$ cat src/rtl/harvard_pkg.sv
// harvard_pkg: shared instruction word layout and fetch FSM state encoding
package harvard_pkg;
  localparam int OPCODE_WIDTH = 5;
  localparam int OPERAND_WIDTH = 16;
  localparam int INSTR_WIDTH = 22;
  localparam logic [OPCODE_WIDTH-1:0] HALT_OPCODE = 5'b11111;
  localparam int OPCODE_MSB = 21;
  localparam int OPCODE_LSB = 17;
  localparam int MODE_BIT = 16;
  localparam int OPERAND_MSB = 15;
  localparam int OPERAND_LSB = 0;
  typedef enum logic [1:0] {IDLE, FETCH, VALID, HALT} fetchState_t;
endpackage

$ cat src/rtl/program_counter.sv
// program_counter: program address register with sync reset, load, increment and hold
module program_counter #(
  parameter int WIDTH = 8
) (
  input  logic             clock,
  input  logic             reset,
  input  logic             increment,
  input  logic             load,
  input  logic [WIDTH-1:0] loadValue,
  output logic [WIDTH-1:0] pc
);
  // holds whenever neither load nor increment is requested; increment wraps naturally
  always_ff @(posedge clock)
    if (reset) pc <= '0;
    else if (load) pc <= loadValue;
    else if (increment) pc <= pc + 1'b1;
endmodule

$ cat src/rtl/instruction_fetch.sv
// instruction_fetch: fetch FSM feeding the decoder from a synchronous program ROM
module instruction_fetch
  import harvard_pkg::*;
#(
  parameter int PC_WIDTH = 8,
  parameter logic [OPCODE_WIDTH-1:0] HALT_OPCODE = harvard_pkg::HALT_OPCODE
) (
  input  logic                     ClockInput,
  input  logic                     ResetInput,
  output logic [PC_WIDTH-1:0]      ProgramAddressOutput,
  input  logic [INSTR_WIDTH-1:0]   ProgramDataInput,
  input  logic                     StallInput,
  input  logic                     JumpFlagInput,
  input  logic [PC_WIDTH-1:0]      JumpAddressInput,
  output logic [OPCODE_WIDTH-1:0]  OpecodeOutput,
  output logic                     AddressingModeOutput,
  output logic [OPERAND_WIDTH-1:0] OperandOutput,
  output logic                     InstructionValidOutput,
  output logic                     HaltedOutput
);
  fetchState_t state, nextState;
  logic [INSTR_WIDTH-1:0] ir;
  logic pcIncrement, pcLoad;
  program_counter #(.WIDTH(PC_WIDTH)) pcReg (
    .clock(ClockInput),
    .reset(ResetInput),
    .increment(pcIncrement),
    .load(pcLoad),
    .loadValue(JumpAddressInput),
    .pc(ProgramAddressOutput)
  );
  always_ff @(posedge ClockInput)
    if (ResetInput) begin
      state <= IDLE;
      ir <= '0;
    end else begin
      state <= nextState;
      if (state == FETCH) ir <= ProgramDataInput;
    end
  // stall outranks jump, jump outranks halt; HALT is only left through reset
  always_comb begin
    nextState = state;
    pcIncrement = 1'b0;
    pcLoad = 1'b0;
    case (state)
      IDLE: nextState = FETCH;
      FETCH: begin
        nextState = VALID;
        pcIncrement = 1'b1;
      end
      VALID:
        if (!StallInput) begin
          pcLoad = JumpFlagInput;
          nextState = JumpFlagInput ? IDLE : (ir[OPCODE_MSB:OPCODE_LSB] == HALT_OPCODE) ? HALT : FETCH;
        end
      default: ;
    endcase
  end
  assign OpecodeOutput = ir[OPCODE_MSB:OPCODE_LSB];
  assign AddressingModeOutput = ir[MODE_BIT];
  assign OperandOutput = ir[OPERAND_MSB:OPERAND_LSB];
  assign InstructionValidOutput = state == VALID;
  assign HaltedOutput = state == HALT;
endmodule

$ cat config.mk
export PLATFORM = sky130hd
export DESIGN_NAME = instruction_fetch
export DESIGN_NICKNAME = d
export VERILOG_FILES = /design/src/rtl/harvard_pkg.sv /design/src/rtl/program_counter.sv /design/src/rtl/instruction_fetch.sv
export SDC_FILE = /design/constraint.sdc
export NUM_CORES = 1
export LEC_CHECK = 0
export ABC_AREA = 1
export CORE_MARGIN = 10
export CORE_UTILIZATION = 41
export CTS_BUF_LIST = sky130_fd_sc_hd__clkbuf_4 sky130_fd_sc_hd__clkbuf_8 sky130_fd_sc_hd__clkbuf_16
export DETAILED_ROUTE_END_ITERATION = 7
export PLACE_DENSITY_LB_ADDON = 0.08
export SYNTH_ARGS = -nofsm -noshare
export SYNTH_HDL_FRONTEND = slang
export SYNTH_SLANG_ARGS = --single-unit
$ cat constraint.sdc
create_clock -name ClockInput -period 1.7 [get_ports ClockInput]
set_input_delay 0.255 -clock ClockInput [delete_from_list [all_inputs] [get_ports ClockInput]]
set_output_delay 0.255 -clock ClockInput [all_outputs]
set_load 0.005 [all_outputs]
* After elaboration in Yosys (flattened, before gate mapping) *
Cells that the tools add are included.

storage, ports and cells
  register bits after elaboration = 32
  input port bits = 34
  output and inout port bits = 32
  logic and storage cells = 22

operators by class
  $add $sub $neg = 1
  eq/ne operators = 5
  multiplexer cells = 9
  reductions and logical operators = 4

operators with widths
  cell                                                             number
  8-bit two-way mux                                                2
  8-bit by 1-bit adder with 8-bit output, second input constant    1
  2-bit two-way mux                                                3
  2-bit one-hot mux with 3 select lines                            1
  5-bit == test, second input constant                             1
  2-bit == test, second input constant                             2
  1-bit two-way mux                                                3
  3-bit nonzero test                                               1
  2-bit by 1-bit == test with 1-bit output, second input constant  1
  2-bit zero test                                                  1
  2-bit != test, second input constant                             1
  2-bit AND reduction                                              1
  2-bit nonzero test                                               1

* Logic depth before layout (Yosys ltp) *
  word-level depth = 5
  gate-level depth with buffers = 10
  depth with buffers taken out = 10

* Hierarchy *
Synthesis repeated with hierarchy kept, for this count alone.

unflattened totals
  cells, all modules = 191
  area, all modules = 1,436.4 um^2

modules (own cells, without submodules)
  module             instances  cells each  area each (um^2)  sequential area each (um^2)
  instruction_fetch  1          121         947.2             480.5
  program_counter    1          70          489.2             160.2

* Worst setup path after synthesis *
OpenSTA, ideal clock, no wires.

  kind = flip-flop to flip-flop
  start point = register state[0]
  end point = register pcReg.pc[6]
  setup time = 0.118 ns
  arrival time = 1.184 ns
  required time = 1.582 ns
  slack = 0.398 ns
  cell stages (with the launch flop) = 11
  path buffers = 0
  clock period less this slack = 1.302 ns
  path through = dfxtp_1 inv_1 ha_1 inv_2 nor2_2 nand2_2 nand2_1 o21ai_1 inv_1 nand2_1 a21oi_2

on the way
  cells in the longest elaborated chain, start to end = 3
  elaborated cells between the ends (all ways) = 6
  those cells by class = eq/ne (2); mux (3); reduce/logical (1)

ends and longest elaborated chain
  element                                                         line                     source
  from (decl)                                                     instruction_fetch.sv:21  fetchState_t state, nextState;
  from (signal assigned)                                          instruction_fetch.sv:37  state <= nextState;
  2-bit == test (*)                                               n/a
  via InstructionValidOutput                                      instruction_fetch.sv:18  output logic InstructionValidOutput,
  1-bit two-way mux (*)                                           instruction_fetch.sv:45  case (state)
  8-bit two-way mux / 2-bit nonzero test (equally long branches)  n/a
  to (signal assigned)                                            program_counter.sv:15    else if (load) pc <= loadValue;
  to (signal assigned)                                            program_counter.sv:16    else if (increment) pc <= pc + 1'b1;
  to (decl)                                                       program_counter.sv:10    output logic [WIDTH-1:0] pc

Mark *: on every way through the listed nets, which the timed path passes. The rest lies on a longest branch.
A chain may end at the register's enable or synchronous reset.

* Worst setup path in the final report *
  start point = register state[0]
  end point = output HaltedOutput

on the way
  cells in the longest elaborated chain, start to end = 1

ends and longest elaborated chain
  element        line                     source
  2-bit == test  instruction_fetch.sv:63  assign HaltedOutput = state == HALT;
  to (decl)      instruction_fetch.sv:19  output logic HaltedOutput

No other way between the ends.

==> flow_summary_export.csv <==
group,metric,value,unit
clock_network,cts_tree,"yes",
clock_network,cts_sinks,32,
logic_synthesis,synth.distinct_cells,22,
sta,fin_skew,0.00428,ns
logic_synthesis,synth_edf_count,0,
route,ant_nets,0,
global_routing,grt_start_max_net_pins,25,
sta,max_freq,619,MHz
logic_synthesis,synth_nets,238,
setup_path,worst_ep_required_time,1.44,ns
route,wl_per_cell,12.6,um
die,fp.dieW,79.1,um
clock_network,cts_max_path_buffers,2,
place,port_buffers,65,
setup_path,crit_slowest_cell,"clkdlybuf4s50_1",
place,pre_cts_ws,0.142,ns
die,die_area,6250,um2
route,drc,0,
place,post-dp-hpwl,2980,um
route,viasPerCell,4.61,
logic_synthesis,yosys_warnings,0,
sta,slew_violations,0,
flow_run,max-cap-violations,0,
die,start_util,0.425,
setup_path,cpPeakStageDelay,0.50,ns
global_routing,gr-usage-all-layers,0.126,
logic_synthesis,synth.yosys.seq_area_share,0.448,
clock_network,cts-root-buf,"clkbuf_4",
sta,setup_violations,0,
place,place_area,2130,um2
place,gp_congestion,0.847,
setup_path,timing.critical_path.from_type,"register",
min_path,hp-class,"primary input to register",
power_and_ir_drop,power,1.90,mW
die,rows,21,
logic_synthesis,ys_ff_latch,32,
setup_path,critical_path.cell_chain,"ha_1 -> clkdlybuf4s50_1",
finish,drive_above_1_share,0.0970,
global_routing,antenna_found_initial,0,
power_and_ir_drop,peakVddDrop,0.540,mV
power_and_ir_drop,p_per_area,865,nW/um2
die,fp.dieH,79.1,um
sta,worst_pin_slew,0.582,ns
global_routing,grt_pass1_vias,1322,
route,vias,1448,
power_and_ir_drop,power.leakage,0.884,nW
clock_network,cts_made_buffers,5,
logic_synthesis,synth.cells.most_frequent,"nor2_1 (58), dfxtp_1 (32), nand2_1 (30)",
die,coreArea,3360,um2
sta,hold_viol_final,0,
finish,syn2layout_area_growth,53.4,%
setup_path,worstPathArrival,1.36,ns
outcome,outcome,"finished clean",
sta,relSlewSlack,0.612,
logic_synthesis,synth-main-ff-cell,"dfxtp_1",
logic_synthesis,yosysMostFrequentCell,"nor2_1",
route,drtPass1Iterations,4,
clock_network,clk_pin_slew,0.10,ns
setup_path,setup.worst_path.end_class,"primary output",
logic_synthesis,syn_area_per_cell,7.19,um2
clock_network,clkLatencyLatePin,0.33,ns
logic_synthesis,synthTopCellsByArea,"dfxtp_1 (45%), nor2_1 (15%), o21ai_0 (8.7%), nand2_1 (7.9%), ha_1 (4.4%)",
setup_path,critPathKind,"register to primary output",
logic_synthesis,yosys.area.top_type_share,0.448,
global_routing,grt.overflow.total,0,
logic_synthesis,ys_async_sr_fraction,0,
sta,fin_tns_setup,0,ns
logic_synthesis,synthCells,199,
die,io_pins,66,
logic_synthesis,syn-cell-area,1430,um2
sta,timing.final.crit_share,0.950,
route,detail_route.wirelength,3960,um
global_routing,grt_first_pass_wirelength,6430,um
route,first_iter_violations,71,
clock_network,htreeDepth,2,
finish,nNetsFinal,306,
sta,fin_crit,1.62,ns
sta,rsz0062_at_grt,"false",
setup_path,worstPathMaxFanout,5,
finish,diodes,0,
finish,finalInstanceArea,2190,um2
sta,setup_slack,0.0850,ns
logic_synthesis,synth_top_area_cell,"dfxtp_1",
## power by group
group / internal, mW / switching, mW
Combinational: 0.301 / 0.236
Clock: 0.197 / 0.265
Sequential: 0.845 / 0.0541
## cell type report
cell class	count	area, um2
clock buffers	6	51.3
clock inverters	2	10.0
multi-input cells	147	707
fillers	342	1170
well taps	46	57.6
repair buffers	69	679
inverters	12	45.0
flip-flops and latches	32	643
## cells in the final DEF, fill, tap and decap left out
| cell | n |
|---|---|
| nand2_2 | 2 |
| buf_4 | 4 |
| nor2_1 | 58 |
| a21oi_2 | 2 |
| a21oi_1 | 5 |
| dfxtp_1 | 30 |
| o211ai_1 | 1 |
| dlygate4sd2_1 | 1 |
| nor2_4 | 3 |
| clkinv_2 | 2 |
| nor2_2 | 1 |
| ha_2 | 1 |
| inv_2 | 2 |
| clkbuf_4 | 5 |
| nand3_1 | 7 |
| inv_1 | 10 |
| clkbuf_8 | 1 |
| dfxtp_2 | 2 |
| nand4_1 | 1 |
| or2_2 | 1 |
| clkdlybuf4s50_1 | 64 |
| nand2_1 | 30 |
| o21ai_0 | 25 |
| ha_1 | 4 |
| nor4_1 | 1 |
| o21ai_1 | 1 |
| a31oi_1 | 4 |
## sequential cells by signal, summed over array words and instances, names as in the netlist
register / flops
ir: 22
state: 2
pcReg.pc: 8
## kinds of logic after synthesis
group,Yosys count,share of synthesized area
buffers and inverters,20,0.0595
and+or+nand+nor,104,0.305
DFF,32,0.448
adders and majority gates,5,0.0437
AOI/OAI and AO/OA,38,0.143
## layer usage
metal | wire, um | up-vias | global-route usage
met5 | 0 | - | 0
met4 | 37 | 0 | 0.0376
met3 | 404 | 5 | 0.0743
met2 | 1810 | 42 | 0.194
met1 | 1700 | 622 | 0.143
li1 | - | 779 | -
## worst max-delay path, delay by kind of cell, from the launching register on
| family | cells | cell delay [ns] |
|---|---|---|
| adder cells (fa/ha/maj) | 1 | 0.15 |
| buffers and inverters | 1 | 0.50 |
| flip-flops | 1 | 0.38 |
## timing repair
action                                  in CTS  in global routing
endpoints found under the setup margin       2                  0
gates resized for setup                      4                  0
setup buffers                                0                  0
hold buffers                                 0                  0
## through the flow
step           hold slack, ns   util  instances
5_1_grt                 0.482  0.652        314
2_1_floorplan           0.390      -        199
6_report                0.497  0.652        314
3_3_place_gp            0.475  0.633        306
3_5_place_dp            0.484  0.633        306
4_1_cts                 0.479  0.652        314
## final timing paths
path	startpoint	end	slack [ns]	depth (start not counted)
min reg2reg	ir[14]	ir[14]	0.50	2
min	JumpAddressInput[0]	pcReg.pc[0]	0.50	3
max reg2reg	state[0]	pcReg.pc[2]	0.34	7
max	state[0]	HaltedOutput	0.08	2
No activity file was read; power rests on OpenSTA's default activity.
